File: src/rtl/foreground_line_scheduler.sv
// rtl/foreground_line_scheduler.sv - per-scanline foreground object scheduler (OBM scan into slot sets)
// Optional FG_SCHED_EARLY_EXIT_EN: stop the scan at the first hit found with every slot already taken.
module foreground_line_scheduler #(
    parameter int NUM_OBJECTS = 64,
    parameter int MAX_SLOTS   = 8
) (
    input  logic                   clk,
    input  logic                   rst,
    input  logic                   start,
    input  logic [7:0]             line_y,
    input  logic                   swap,
    output logic                   obm_rd_en,
    output logic [7:0]             obm_addr,
    input  logic [7:0]             obm_data,
    output logic                   busy,
    output logic                   done,
    output logic [MAX_SLOTS-1:0]   slot_valid,
    output logic [8*MAX_SLOTS-1:0] slot_xp,
    output logic [3*MAX_SLOTS-1:0] slot_row,
    output logic [5*MAX_SLOTS-1:0] slot_pmfa,
    output logic [MAX_SLOTS-1:0]   slot_hflip,
    output logic [3*MAX_SLOTS-1:0] slot_color,
    output logic                   overflow,
    output logic                   overrun
);

    localparam int IDXW = $clog2(NUM_OBJECTS);
    localparam int CNTW = $clog2(MAX_SLOTS + 1);

    // The xp fetch is issued straight from CHECK_Y on a hit, so a committed
    // object costs three cycles beyond the two-cycle y probe.
    typedef enum logic [2:0] {
        S_IDLE,
        S_READ_Y,
        S_CHECK_Y,
        S_READ_ATTR,
        S_READ_COLOR,
        S_COMMIT,
        S_DONE
    } state_t;

    state_t            state_q, state_d;
    logic [IDXW-1:0]   obj_q, obj_d;
    logic [7:0]        line_q, line_d;
    logic [2:0]        row_q, row_d;
    logic [7:0]        xp_q, xp_d;
    logic [6:0]        attr_q, attr_d;
    logic [CNTW-1:0]   cnt_q, cnt_d;
    logic              wovf_q, wovf_d;
    logic [7:0]        addr_q, addr_d;
    logic              rd_en;
    logic              commit;
    logic              last_obj;
    logic              hit;
    logic              slots_free;
    logic [7:0]        y_diff;
    logic [2:0]        row_final;

    logic              w_valid_q [MAX_SLOTS];
    logic [7:0]        w_xp_q    [MAX_SLOTS];
    logic [2:0]        w_row_q   [MAX_SLOTS];
    logic [4:0]        w_pmfa_q  [MAX_SLOTS];
    logic              w_hflip_q [MAX_SLOTS];
    logic [2:0]        w_color_q [MAX_SLOTS];

    logic [MAX_SLOTS-1:0]   slot_valid_q;
    logic [8*MAX_SLOTS-1:0] slot_xp_q;
    logic [3*MAX_SLOTS-1:0] slot_row_q;
    logic [5*MAX_SLOTS-1:0] slot_pmfa_q;
    logic [MAX_SLOTS-1:0]   slot_hflip_q;
    logic [3*MAX_SLOTS-1:0] slot_color_q;
    logic                   overflow_q;
    logic                   overrun_q;

    // Nine-bit compare so objects near the bottom never wrap onto the top lines.
    assign hit        = ({1'b0, obm_data} <= {1'b0, line_q}) &&
                        ({1'b0, line_q} < ({1'b0, obm_data} + 9'd8));
    assign slots_free = (cnt_q < CNTW'(MAX_SLOTS));
    assign last_obj   = (obj_q == IDXW'(NUM_OBJECTS - 1));
    assign y_diff     = line_q - obm_data;
    assign row_final  = attr_q[5] ? (3'd7 - row_q) : row_q;

    always_comb begin
        state_d = state_q;
        obj_d   = obj_q;
        line_d  = line_q;
        row_d   = row_q;
        xp_d    = xp_q;
        attr_d  = attr_q;
        cnt_d   = cnt_q;
        wovf_d  = wovf_q;
        addr_d  = addr_q;
        rd_en   = 1'b0;
        commit  = 1'b0;

        case (state_q)
            S_IDLE: ;
            S_READ_Y: begin
                rd_en   = 1'b1;
                addr_d  = 8'({obj_q, 2'd1});
                state_d = S_CHECK_Y;
            end
            S_CHECK_Y: begin
                if (hit && slots_free) begin
                    row_d   = y_diff[2:0];
                    rd_en   = 1'b1;
                    addr_d  = 8'({obj_q, 2'd0});
                    state_d = S_READ_ATTR;
                end else begin
                    if (hit) begin
                        wovf_d = 1'b1;
                    end
`ifdef FG_SCHED_EARLY_EXIT_EN
                    if (hit || last_obj) begin
                        state_d = S_DONE;
                    end else begin
                        obj_d   = obj_q + IDXW'(1);
                        state_d = S_READ_Y;
                    end
`else
                    if (last_obj) begin
                        state_d = S_DONE;
                    end else begin
                        obj_d   = obj_q + IDXW'(1);
                        state_d = S_READ_Y;
                    end
`endif
                end
            end
            S_READ_ATTR: begin
                xp_d    = obm_data;
                rd_en   = 1'b1;
                addr_d  = 8'({obj_q, 2'd2});
                state_d = S_READ_COLOR;
            end
            S_READ_COLOR: begin
                attr_d  = obm_data[6:0];
                rd_en   = 1'b1;
                addr_d  = 8'({obj_q, 2'd3});
                state_d = S_COMMIT;
            end
            S_COMMIT: begin
                commit = 1'b1;
                cnt_d  = cnt_q + CNTW'(1);
                if (last_obj) begin
                    state_d = S_DONE;
                end else begin
                    obj_d   = obj_q + IDXW'(1);
                    state_d = S_READ_Y;
                end
            end
            S_DONE: begin
                state_d = S_IDLE;
            end
            default: begin
                state_d = S_IDLE;
            end
        endcase

        // swap abandons any scan; a same-cycle start then begins a fresh one.
        if (swap) begin
            state_d = S_IDLE;
            cnt_d   = '0;
            wovf_d  = 1'b0;
        end
        if (start) begin
            state_d = S_READ_Y;
            obj_d   = '0;
            line_d  = line_y;
            cnt_d   = '0;
            wovf_d  = 1'b0;
        end
    end

    always_ff @(posedge clk) begin
        if (rst) begin
            state_q      <= S_IDLE;
            obj_q        <= '0;
            line_q       <= '0;
            row_q        <= '0;
            xp_q         <= '0;
            attr_q       <= '0;
            cnt_q        <= '0;
            wovf_q       <= 1'b0;
            addr_q       <= '0;
            slot_valid_q <= '0;
            slot_xp_q    <= '0;
            slot_row_q   <= '0;
            slot_pmfa_q  <= '0;
            slot_hflip_q <= '0;
            slot_color_q <= '0;
            overflow_q   <= 1'b0;
            overrun_q    <= 1'b0;
            for (int i = 0; i < MAX_SLOTS; i++) begin
                w_valid_q[i] <= 1'b0;
                w_xp_q[i]    <= '0;
                w_row_q[i]   <= '0;
                w_pmfa_q[i]  <= '0;
                w_hflip_q[i] <= 1'b0;
                w_color_q[i] <= '0;
            end
        end else begin
            state_q <= state_d;
            obj_q   <= obj_d;
            line_q  <= line_d;
            row_q   <= row_d;
            xp_q    <= xp_d;
            attr_q  <= attr_d;
            cnt_q   <= cnt_d;
            wovf_q  <= wovf_d;
            addr_q  <= addr_d;

            if (swap) begin
                overflow_q <= wovf_q;
                overrun_q  <= busy;
                for (int i = 0; i < MAX_SLOTS; i++) begin
                    slot_valid_q[i]       <= w_valid_q[i];
                    slot_xp_q[8*i +: 8]   <= w_valid_q[i] ? w_xp_q[i]    : 8'd0;
                    slot_row_q[3*i +: 3]  <= w_valid_q[i] ? w_row_q[i]   : 3'd0;
                    slot_pmfa_q[5*i +: 5] <= w_valid_q[i] ? w_pmfa_q[i]  : 5'd0;
                    slot_hflip_q[i]       <= w_valid_q[i] & w_hflip_q[i];
                    slot_color_q[3*i +: 3] <= w_valid_q[i] ? w_color_q[i] : 3'd0;
                end
            end

            for (int i = 0; i < MAX_SLOTS; i++) begin
                if (swap || start) begin
                    w_valid_q[i] <= 1'b0;
                    w_xp_q[i]    <= '0;
                    w_row_q[i]   <= '0;
                    w_pmfa_q[i]  <= '0;
                    w_hflip_q[i] <= 1'b0;
                    w_color_q[i] <= '0;
                end else if (commit && (cnt_q == CNTW'(i))) begin
                    w_valid_q[i] <= 1'b1;
                    w_xp_q[i]    <= xp_q;
                    w_row_q[i]   <= row_final;
                    w_pmfa_q[i]  <= attr_q[4:0];
                    w_hflip_q[i] <= attr_q[6];
                    w_color_q[i] <= obm_data[2:0];
                end
            end
        end
    end

    assign obm_rd_en  = rd_en;
    assign obm_addr   = addr_d;
    assign busy       = (state_q != S_IDLE);
    assign done       = (state_q == S_DONE);
    assign slot_valid = slot_valid_q;
    assign slot_xp    = slot_xp_q;
    assign slot_row   = slot_row_q;
    assign slot_pmfa  = slot_pmfa_q;
    assign slot_hflip = slot_hflip_q;
    assign slot_color = slot_color_q;
    assign overflow   = overflow_q;
    assign overrun    = overrun_q;

endmodule

File: config.mk
export PLATFORM = sky130hd
export DESIGN_NAME = foreground_line_scheduler
export DESIGN_NICKNAME = d
export VERILOG_FILES = /design/src/rtl/foreground_line_scheduler.sv
export SDC_FILE = /design/constraint.sdc
export NUM_CORES = 1
export LEC_CHECK = 0
export CORE_MARGIN = 2
export CORE_UTILIZATION = 51
export DETAILED_ROUTE_END_ITERATION = 8
export PLACE_DENSITY = 0.81
export SYNTH_ARGS = -nofsm -noshare
export SYNTH_HDL_FRONTEND = slang
export SYNTH_SLANG_ARGS = --single-unit
File: constraint.sdc
create_clock -name clk -period 4.9 [get_ports clk]
set_input_delay 0.735 -clock clk [delete_from_list [all_inputs] [get_ports clk]]
set_output_delay 0.735 -clock clk [all_outputs]
set_load 0.01 [all_outputs]
# --- Word-level counts from Yosys, hierarchy flattened ---
# Memories as Yosys holds them, arrays and structs flattened.
# Index checks and enable logic that the tools add are counted.
word_totals:
  register_bits: 218
  mem_count: 6
  ram_bits: 168
  word_cells: 353
  in_bits: 20
memory_table:
  columns: ["name", "words", "width", "rd", "rd_clocked_by_memory_dff", "write_ports", "line_no", "text"]
  rows:
  - ["w_xp_q", 8, 8, 8, 0, 8, "60", "logic [7:0] w_xp_q [MAX_SLOTS];"]
  - ["w_pmfa_q", 8, 5, 8, 0, 8, "62", "logic [4:0] w_pmfa_q [MAX_SLOTS];"]
  - ["w_color_q", 8, 3, 8, 0, 8, "64", "logic [2:0] w_color_q [MAX_SLOTS];"]
  - ["w_row_q", 8, 3, 8, 0, 8, "61", "logic [2:0] w_row_q [MAX_SLOTS];"]
  - ["w_hflip_q", 8, 1, 8, 0, 8, "63", "logic w_hflip_q [MAX_SLOTS];"]
  - ["w_valid_q", 8, 1, 8, 0, 8, "59", "logic w_valid_q [MAX_SLOTS];"]
op_classes:
  n_bitwise: 105
  mux: 179
  n_addsub: 5
  order_cmp: 3
  eq_ne: 16
  n_reduce_logical: 21
ops:
  columns: ["cell", "n"]
  rows:
  - ["$mux 8", 25]
  - ["$mux 3", 51]
  - ["$mux 5", 24]
  - ["$or 1x1->1", 96]
  - ["$mux 1", 73]
  - ["$pmux 8 s4", 1]
  - ["$pmux 3 s6", 1]
  - ["$eq 4x3->1 const B", 4]
  - ["$mux 6", 2]
  - ["$pmux 6 s2", 1]
  - ["$logic_and 1x1->1", 10]
  - ["$add 8x4->9 const B", 1]
  - ["$eq 3x3->1 const B", 3]
  - ["$lt 8x9->1", 1]
  - ["$and 1x1->1", 8]
  - ["$eq 4x2->1 const B", 2]
  - ["$le 8x8->1", 1]
  - ["$add 6x1->6 const B", 1]
  - ["$eq 3x2->1 const B", 2]
  - ["$eq 6x6->1 const B", 1]
  - ["$reduce_or 3->1", 2]
  - ["$add 4x1->4 const B", 1]
  - ["$eq 4x1->1 const B", 1]
  - ["$logic_not 4->1", 1]
  - ["other kinds (15)", 16]

# --- Logic depth before layout (Yosys ltp) ---
# Gate-level depths: netlist of the first run.
logic_depth:
  word_depth: 8
  mapped_depth: 11
  depth_no_buf: 10

# --- Worst setup path after synthesis of the first run ---
# OpenSTA, ideal clock, no wires.
synth_path:
  path_type: "input -> output"
  from: "input obm_data[3]"
  to: "output obm_addr[7]"
  path_buffers: 0
  arrival_ns: 2.810
  stages: 10
  setup_slack_ns: 1.355
  path_cell_list: "ha_1 nand3_1 xor2_1 ha_1 nand3_1 o221ai_1 o22ai_2 nand4b_4 o21ai_2 mux2_2"
synth_via:
  elab_chain_cells: 6
synth_lines:
  columns: ["item", "line_no", "text"]
  rows:
  - ["from (decl)", "14", "input logic [7:0] obm_data,"]
  - ["$add 8x4->9", "77", "({1'b0, line_q} < ({1'b0, obm_data} + 9'd8));"]
  - ["$lt 8x9->1", "77", null]
  - ["$logic_and 1x1->1 (*)", "76", "assign hit = ({1'b0, obm_data} <= {1'b0, line_q}) &&"]
  - ["$logic_and 1x1->1 (*)", "104", "if (hit && slots_free) begin"]
  - ["$mux 8 (*)", "104", null]
  - ["$pmux 8 s4 (*)", "96", "case (state_q)"]
  - ["to (decl)", "13", "output logic [7:0] obm_addr,"]
# Mark *: on every way between the ends. The rest lies on a longest branch, timed or not.

# --- Worst setup path in the final report of the first run ---
# Same ends and word-level chain as after synthesis.

==> impl_metrics.py, run 1 <==
metrics = {
    "die": {
        "core_area_um2": 27900,
        "start_util_pct": 52.1,
        "die_area_um2": 29900,
        "pin_count": 201,
        "die_h_um": 173,
        "die_x_um": 173,
        "fp-row-count": 61,
    },
    "critical_path": {
        "critPathSlowestCell": "clkdlybuf4s50_1",
        "endpoint_kind": "output port",
        "critPathMaxFanout": 9,
        "path_cells": "clkdlybuf4s50_1 -> ha_1 -> nand3_1 -> xor2_1 -> ha_1 -> nand3_1 -> o221ai_1 -> o22ai_2 -> nand4b_4 -> o21ai_2 -> mux2_2 -> clkdlybuf4s50_1",
        "critPathTopFamily": "buffers and inverters",
        "rr_startpoint": "state_q[2]",
        "critical_path_required_ns": 4.16,
        "cp.buffers_inverters": 2,
        "slowest_delay_ns": 0.48,
        "cp.arrival_ns": 3.91,
        "cp-start-kind": "input pin",
        "cp-startpoint": "obm_data[3]",
        "critical_path_class": "input pin to output port",
    },
    "finish": {
        "ff_latch_area_um2": 9410,
        "utilization_pct": 65.3,
        "drive_above_1_share_pct": 7.59,
        "multi_input_area_um2": 4710,
        "nNetsFinal": 1513,
        "stdcell_count": 1879,
        "synthToLayoutAreaGrowth_pct": 25.4,
        "diodes": 0,
        "final_cell_mix": "245 x nor2_1, 218 x dfxtp_1, 198 x clkdlybuf4s50_1, 168 x edfxtp_1, 160 x a22oi_1",
        "nFillCells": 2072,
        "layout_commonest_cell": "nor2_1",
    },
    "logic_synthesis": {
        "synth_top_family_by_area": "simple AND/OR/NAND/NOR gates",
        "synth_fp_nets": 1334,
        "synth_edf_count": 168,
        "synth_ff_type": "dfxtp_1",
        "synthCells": 1291,
        "synth_cell_types": 52,
        "synth-simple-area-share_pct": 16.1,
        "ys.warnings.count": 0,
        "synthAdderAreaFrac_pct": 2.03,
        "synth_area_leaders": "edfxtp_1 35%, dfxtp_1 30%, a22oi_1 8.3%, nor2_1 6.3%, and2_1 5.2%",
        "ys_async_sr_fraction_pct": 0,
        "netlist_area_um2": 14600,
        "synth_top_area_share_pct": 34.7,
        "synth_xor_area_share_pct": 0.602,
        "yosys.area.top_type": "edfxtp_1",
        "seq_area_frac_synth_pct": 64.7,
        "synth_compound_area_share_pct": 11.7,
        "ys_ff_latch": 386,
        "avgSynthCellArea_um2": 11.3,
        "synthMuxAreaShare_pct": 2.00,
    },
    "clocking": {
        "clock_latency_ns": 0.55,
        "cts_tree": "yes",
        "cts-root-buf": "clkbuf_16",
        "clkTransAtPathRegs_ns": 0.06,
        "htreeDepth": 2,
        "hold_buffers": 0,
        "clock_path_buffers": 3,
        "postCtsResizedCells": 0,
        "cts-buffers-inserted": 39,
        "cts_setup_buffers": 0,
        "clkSinkCount": 386,
    },
    "grt": {
        "grt_first_pass_wirelength_mm": 57.0,
        "grt_busiest_layer": "met2",
        "antenna_found_initial": 2,
        "grt_pass1_vias": 10200,
        "grt.met3_usage_pct": 4.79,
        "grtUsageMet1_pct": 30.7,
        "grt_max_degree": 112,
        "grtUsageTotal_pct": 24.3,
        "grt.overflow.total": 0,
        "grtUsageMet2_pct": 40.6,
    },
    "drt": {
        "drtIter0Drc": 1044,
        "wl_per_cell_um": 19.8,
        "first_pass_iters": 5,
        "wirelength_mm": 37.3,
        "avgViaCountPerCell": 5.61,
        "ant_nets": 0,
        "drc": 0,
        "num_vias": 10500,
    },
    "sta": {
        "relSlewSlack_pct": 17.3,
        "final_max_slew_viol_count": 0,
        "worst_slack_ns": 0.250,
        "fin_crit_ns": 4.65,
        "rsz0062_at_grt": "no",
        "tightest_slew_ns": 1.23,
        "setup_viol": 0,
        "whs_ns": 0.466,
        "setup_tns_ns": 0,
        "finalHoldViolCount": 0,
        "fin_skew_ns": 0.0305,
        "fin_crit_sh_pct": 94.9,
        "clock.fmax_mhz": 215,
    },
    "min_path": {
        "holdCritStartpoint": "addr_q[7]",
        "hold_path_class": "flop to flop",
    },
    "placed_design": {
        "port_buffers": 200,
        "post-place-cells": 1807,
        "place_hpwl_mm": 23.6,
        "place_ws_ns": 0.178,
        "routabilityCongestion": 0.854,
    },
    "pwr": {
        "p_int_w": 0.00542,
        "leakagePower_nw": 6.75,
        "comb_power_share_pct": 3.5,
        "p_sw_w": 0.00145,
        "peakVddDrop_mv": 0.251,
        "clkPwrFrac_pct": 46.5,
        "p_sw_share_pct": 21.1,
        "seqPwrFrac_pct": 49.9,
        "power_per_cell_area_nw_per_um2": 377,
    },
    "run": {
        "cap_violations": 0,
    },
    "run_status": {
        "status": "completed",
    },
}
## synth_stat cells, types with 6 or more instances
cell type,count
and2_1,120
a21oi_1,36
ha_1,22
nor2_1,245
edfxtp_1,168
mux2_2,16
o21ai_0,13
a22oi_1,160
or3_1,8
a41oi_1,6
dfxtp_1,218
buf_2,11
nand4_1,10
nand2_1,67
nand3_1,24
mux2i_1,11
buf_1,8
clkbuf_1,58
inv_1,22
## final timing paths
path	end	slack, ns	depth (start not counted)
hold / removal	addr_q[7]	0.47	2
hold reg to reg	addr_q[7]	0.47	2
setup reg to reg	w_xp_q[1][7]	1.63	4
setup / recovery	obm_addr[7]	0.25	12
## registers in the layout (all words and copies together) (netlist names), 4 cells and up
name,count
slot_xp,64
w_xp_q,64
slot_color,24
slot_hflip,8
slot_pmfa,40
addr_q,8
slot_valid,8
w_pmfa_q,40
cnt_q,4
w_color_q,24
line_q,8
obj_q,6
w_hflip_q,8
w_row_q,24
attr_q,7
slot_row,24
w_valid_q,8
xp_q,8
## through the flow
stage / total power (W) / cell area (um^2)
3_5_place_dp: 0.00374 / 16800
3_3_place_gp: 0.00374 / 16800
5_1_grt: 0.00706 / 18200
6_report: 0.00687 / 18200
2_1_floorplan: 0.00365 / 14600
4_1_cts: 0.00689 / 18200
## cell type report
class	instances	area share, %
repair buffers	217	11.7
clock inverters	25	2.02
multi-input cells	796	25.8
clock buffers	47	5.63
inverters	30	0.631
flip-flops and latches	386	51.6
well taps	378	2.59
## kinds of logic (layout without fill, tap and decap cells)
| family | after synthesis | after routing |
|---|---|---|
| xor+xnor | 10 | 10 |
| flops | 386 | 386 |
| buf+inv | 109 | 319 |
| compound gates | 238 | 238 |
| mux | 27 | 27 |
| fa+ha+maj | 23 | 23 |
| simple gates | 498 | 498 |
## per-layer routing
layer | vias up | part of all wire [%]
li1 | 4910 | -
met1 | 5109 | 40
met2 | 430 | 48
met3 | 92 | 7.7
met4 | 0 | 4.4
met5 | - | 0
## tightest hold or removal path: cells and delay by family (launching register included)
family / cells / cell delay, ns
DFF: 1 / 0.31
and+or+nand+nor: 1 / 0.05
muxes: 1 / 0.05
## power by group through the flow
stage	registers [W]	logic (W)	clock network, W
finish	0.00343	0.000243	0.00320
global route	0.00344	0.000266	0.00336
CTS	0.00343	0.000244	0.00321
detailed placement	0.00350	0.000243	0
global placement	0.00350	0.000238	0
floorplan	0.00349	0.000153	0
Power figures use the tool's default switching activity.
==> inputs of run 2 (changes only) <==
--- a/config.mk
+++ b/config.mk
@@ -5,10 +5,11 @@
 export SDC_FILE = /design/constraint.sdc
 export NUM_CORES = 1
 export LEC_CHECK = 0
+export CAP_MARGIN = 20
 export CORE_MARGIN = 2
-export CORE_UTILIZATION = 51
+export CORE_UTILIZATION = 45
 export DETAILED_ROUTE_END_ITERATION = 8
-export PLACE_DENSITY = 0.81
+export PLACE_DENSITY = 0.74
 export SYNTH_ARGS = -nofsm -noshare
 export SYNTH_HDL_FRONTEND = slang
 export SYNTH_SLANG_ARGS = --single-unit
==> run 2 against run 1 <==
Final cell count is 1.6% higher. Sequential power about the same. Count of clock-buffer cells in the layout up 15. Clock skew is 0.010 ns lower. Maximum frequency is 0.11% lower. Hold slack got worse by 0.0017 ns. First-iteration DRC count shrank 30%. Largest cell class unchanged. Worst setup slack worse by 0.0052 ns. Clock power shrank 9.4%. Sequential cell count unchanged.
==> impl_metrics.py, run 2 (synthesized netlist as in run 1, its figures left out) <==
metrics = {
    "sta": {
        "finalHoldViolCount": 0,
        "fin_skew_ns": 0.0204,
        "whs_ns": 0.464,
        "rsz0062_at_grt": "no",
        "setup_tns_ns": 0,
        "worst_slack_ns": 0.245,
        "final_max_slew_viol_count": 0,
        "clock.fmax_mhz": 215,
        "fin_crit_ns": 4.65,
        "relSlewSlack_pct": 24.0,
        "fin_crit_sh_pct": 95.0,
        "tightest_slew_ns": 1.14,
        "setup_viol": 0,
    },
    "clocking": {
        "htreeDepth": 2,
        "clkSinkCount": 386,
        "cts-buffers-inserted": 40,
        "clkTransAtPathRegs_ns": 0.06,
        "hold_buffers": 0,
        "clock_path_buffers": 3,
        "clock_latency_ns": 0.53,
        "postCtsResizedCells": 0,
        "cts_tree": "yes",
        "cts_setup_buffers": 0,
        "cts-root-buf": "clkbuf_16",
    },
    "drt": {
        "avgViaCountPerCell": 5.42,
        "wl_per_cell_um": 19.7,
        "drtIter0Drc": 736,
        "num_vias": 10300,
        "drc": 0,
        "wirelength_mm": 37.6,
        "ant_nets": 0,
        "first_pass_iters": 5,
    },
    "pwr": {
        "power_per_cell_area_nw_per_um2": 362,
        "p_int_w": 0.00517,
        "clkPwrFrac_pct": 44.0,
        "seqPwrFrac_pct": 52.2,
        "peakVddDrop_mv": 0.266,
        "p_sw_share_pct": 21.4,
        "comb_power_share_pct": 3.8,
        "p_total_w": 0.00657,
        "p_sw_w": 0.00141,
        "leakagePower_nw": 6.68,
    },
    "placed_design": {
        "place_ws_ns": 0.245,
        "place_hpwl_mm": 23.6,
        "routabilityCongestion": 0.852,
        "port_buffers": 200,
        "post-place-cells": 1831,
    },
    "die": {
        "die_h_um": 184,
        "pin_count": 201,
        "start_util_pct": 45.9,
        "die_area_um2": 33800,
        "core_area_um2": 31700,
        "die_x_um": 184,
        "fp-row-count": 65,
    },
    "min_path": {
        "hold_path_class": "flop to flop",
    },
    "finish": {
        "stdcell_count": 1910,
        "nNetsFinal": 1516,
        "drive_above_1_share_pct": 7.31,
        "layout_commonest_cell": "nor2_1",
        "final_cell_mix": "245 x nor2_1, 218 x dfxtp_1, 199 x clkdlybuf4s50_1, 168 x edfxtp_1, 160 x a22oi_1",
        "synthToLayoutAreaGrowth_pct": 24.9,
    },
    "grt": {
        "grtUsageTotal_pct": 21.8,
        "grt.overflow.total": 0,
        "grt_max_degree": 104,
        "antenna_found_initial": 3,
        "grt_pass1_vias": 9807,
        "grt_first_pass_wirelength_mm": 56.5,
    },
    "critical_path": {
        "critical_path_class": "input pin to output port",
        "cp.arrival_ns": 3.92,
        "critical_path_required_ns": 4.16,
        "cp-start-kind": "input pin",
        "critPathMaxFanout": 9,
        "endpoint_kind": "output port",
    },
    "run": {
        "cap_violations": 0,
    },
    "run_status": {
        "status": "completed",
    },
}
run 2: cell count changes in the layout (fill, tap and decap cells not counted), sizes merged:
cell	previous run	this run
buf	18	20
clkbuf	47	62
diode	0	4
bufinv	8	1
dlymetal6s2s	1	0
clkdlybuf4s50	198	199
inv	29	28
clkinv	17	11
run 2: per-layer routing:
| metal | part of all wire (%) | track usage (%) | up-vias |
|---|---|---|---|
| met4 | 2.3 | 7.33 | 0 |
| met1 | 42 | 27.9 | 5013 |
| met5 | 0 | 0 | - |
| met2 | 49 | 37.1 | 353 |
| li1 | - | - | 4923 |
| met3 | 6.7 | 4.42 | 56 |
run 2: critical path, stage by stage:
cell             delay (ns)
clkdlybuf4s50_1        0.63
nand3_1                0.13
xor2_1                 0.16
ha_1                   0.30
a21oi_1                0.19
o221ai_1               0.15
o22ai_2                0.31
nand4b_4               0.23
o21ai_2                0.26
mux2_2                 0.35
clkdlybuf4s50_1        0.47
run 2: final timing paths:
check	slack (ns)	cells past startpoint	end	start
worst max-delay path	0.25	11	obm_addr[7]	obm_data[5]
worst min-delay path	0.46	2	slot_color[21]	w_color_q[1][9]
worst max register to register	1.57	4	w_xp_q[0][12]	state_q[2]
worst min register to register	0.46	2	slot_color[21]	w_color_q[1][9]
run 2: final cells by class:
class                           count  area (um^2)
Clock inverter                     11          100
Clock buffer                       62         1150
Sequential cell                   386         9410
Tap cell                          402          503
Multi-Input combinational cell    796         4710
Timing Repair Buffer              219         2160
Inverter                           30          115
Fill cell                        2612        13600
Antenna cell                        4         10.0
run 2: metrics by stage:
step / cell area, um^2 / util [%]
after floorplan: 14600 / -
after global placement: 16900 / 53.2
after detailed placement: 16900 / 53.2
after CTS: 18100 / 57.2
after global routing: 18200 / 57.2
final: 18200 / 57.3
run 2: power groups by stage:
stage | registers, W | clock network (W) | logic [W]
final | 0.00343 | 0.00290 | 0.000247
after CTS | 0.00343 | 0.00294 | 0.000245
after detailed placement | 0.00350 | 0 | 0.000245
after global placement | 0.00350 | 0 | 0.000238
after floorplan | 0.00349 | 0 | 0.000153
after global routing | 0.00344 | 0.00307 | 0.000268
==> inputs of run 3 (changes only) <==
--- a/config.mk
+++ b/config.mk
@@ -9,6 +9,7 @@
 export CORE_MARGIN = 2
 export CORE_UTILIZATION = 45
 export DETAILED_ROUTE_END_ITERATION = 8
+export GPL_ROUTABILITY_DRIVEN = 0
 export PLACE_DENSITY = 0.74
 export SYNTH_ARGS = -nofsm -noshare
 export SYNTH_HDL_FRONTEND = slang
==> run 3 against run 2 <==
Final cell count decreased by 0.10%. Via count increased by 1.3%. Combinational power increased by 2%. Critical path depth unchanged. Sequential cell count unchanged. Critical path type unchanged. Critical endpoint unchanged. Largest power group unchanged.
==> impl_metrics.py, run 3 (synthesized netlist as in run 1, its figures left out) <==
metrics = {
    "clocking": {
        "cts-buffers-inserted": 40,
        "cts-root-buf": "clkbuf_16",
        "htreeDepth": 2,
        "clock_latency_ns": 0.52,
        "clkSinkCount": 386,
        "clock_path_buffers": 3,
        "clkTransAtPathRegs_ns": 0.06,
        "postCtsResizedCells": 0,
        "hold_buffers": 0,
        "cts_tree": "yes",
        "cts_setup_buffers": 0,
    },
    "sta": {
        "worst_slack_ns": 0.104,
        "setup_viol": 0,
        "clock.fmax_mhz": 208,
        "final_max_slew_viol_count": 0,
        "fin_skew_ns": 0.0159,
        "fin_crit_ns": 4.80,
        "fin_crit_sh_pct": 97.9,
        "relSlewSlack_pct": 36.3,
        "whs_ns": 0.464,
        "tightest_slew_ns": 0.955,
        "rsz0062_at_grt": "no",
        "finalHoldViolCount": 0,
        "setup_tns_ns": 0,
    },
    "die": {
        "start_util_pct": 45.9,
        "core_area_um2": 31700,
        "die_x_um": 184,
        "fp-row-count": 65,
        "die_area_um2": 33800,
        "die_h_um": 184,
        "pin_count": 201,
    },
    "finish": {
        "layout_commonest_cell": "nor2_1",
        "nFillCells": 2633,
        "nNetsFinal": 1517,
        "final_cell_mix": "245 x nor2_1, 218 x dfxtp_1, 199 x clkdlybuf4s50_1, 168 x edfxtp_1, 160 x a22oi_1",
        "synthToLayoutAreaGrowth_pct": 25.1,
        "stdcell_area_um2": 18200,
        "drive_above_1_share_pct": 7.44,
        "diodes": 0,
    },
    "pwr": {
        "leakagePower_nw": 6.71,
        "peakVddDrop_mv": 0.217,
        "power_per_cell_area_nw_per_um2": 362,
    },
    "drt": {
        "drtIter0Drc": 994,
        "avgViaCountPerCell": 5.49,
        "wl_per_cell_um": 19.9,
        "drc": 0,
        "first_pass_iters": 5,
        "num_vias": 10500,
        "wirelength_mm": 38.0,
        "ant_nets": 0,
    },
    "critical_path": {
        "critical_path_required_ns": 4.16,
        "critPathMaxFanout": 9,
        "cp-start-kind": "input pin",
        "cp.arrival_ns": 4.06,
        "endpoint_kind": "output port",
        "critical_path_class": "input pin to output port",
    },
    "placed_design": {
        "dpl_cell_area_um2": 16900,
        "port_buffers": 200,
        "place_ws_ns": 0.128,
        "place_hpwl_mm": 24.0,
    },
    "run_status": {
        "status": "completed",
    },
    "grt": {
        "grt_pass1_vias": 9917,
        "grt_first_pass_wirelength_mm": 57.0,
        "grt.overflow.total": 0,
        "grtUsageTotal_pct": 22.1,
        "grt_max_degree": 117,
        "antenna_found_initial": 2,
    },
    "run": {
        "cap_violations": 0,
    },
    "min_path": {
        "hold_path_class": "flop to flop",
    },
}
==> run 3: cell types whose count changed in the layout (fill, tap and decap cells not counted), sizes merged <==
| cell | before | now |
|---|---|---|
| clkinvlp | 1 | 0 |
| diode | 4 | 0 |
| inv | 28 | 30 |
| buf | 20 | 21 |
| clkinv | 11 | 13 |
| clkbuf | 62 | 60 |
==> run 3: power by group <==
part | leakage, nW | switching [W] | internal, W
sequential | 3.72 | 0.0000280 | 0.00340
clock | 0.621 | 0.00122 | 0.00169
combinational | 2.37 | 0.000167 | 0.0000849
total | 6.71 | 0.00141 | 0.00518
==> run 3: layout make-up <==
| cell class | count | area, um^2 | area share (%) |
|---|---|---|---|
| Sequential cell | 386 | 9410 | 51.7 |
| Multi-Input combinational cell | 796 | 4710 | 25.9 |
| Timing Repair Buffer | 220 | 2200 | 12.1 |
| Clock inverter | 14 | 105 | 0.577 |
| Tap cell | 402 | 503 | 2.76 |
| Clock buffer | 60 | 1160 | 6.36 |
| Inverter | 30 | 115 | 0.632 |
==> run 3: path summary, 6_finish.rpt <==
| check | start | endpoint | slack, ns | depth (start not counted) |
|---|---|---|---|---|
| setup / recovery | obm_data[5] | obm_addr[7] | 0.10 | 11 |
| hold / removal | addr_q[7] | addr_q[7] | 0.46 | 2 |
| setup reg to reg | state_q[2] | w_row_q[0][5] | 1.58 | 4 |
| hold reg to reg | addr_q[7] | addr_q[7] | 0.46 | 2 |
==> run 3: critical path: stages <==
cell and delay (ns):
clkdlybuf4s50_1 0.66, nand3_1 0.16, xor2_1 0.18, ha_1 0.30, nand3_1 0.15, o221ai_1 0.17, o22ai_2 0.35, nand4b_4 0.25
o21ai_2 0.27, mux2_2 0.35, clkdlybuf4s50_1 0.47
==> run 3: per-layer routing <==
layer  GRT usage, %  routed length [um]
met5              0                   0
met4           8.96                1520
met3           4.16                2500
met2           36.4               17900
met1           28.9               16000
==> run 3: stage by stage <==
| stage | utilization (%) | total power (W) | std cells |
|---|---|---|---|
| floorplan | - | 0.00365 | 1291 |
| global placement | 53.2 | 0.00374 | 1831 |
| detailed placement | 53.3 | 0.00375 | 1832 |
| CTS | 57.3 | 0.00664 | 1906 |
| global route | 57.4 | 0.00680 | 1908 |
| finish | 57.4 | 0.00659 | 1908 |
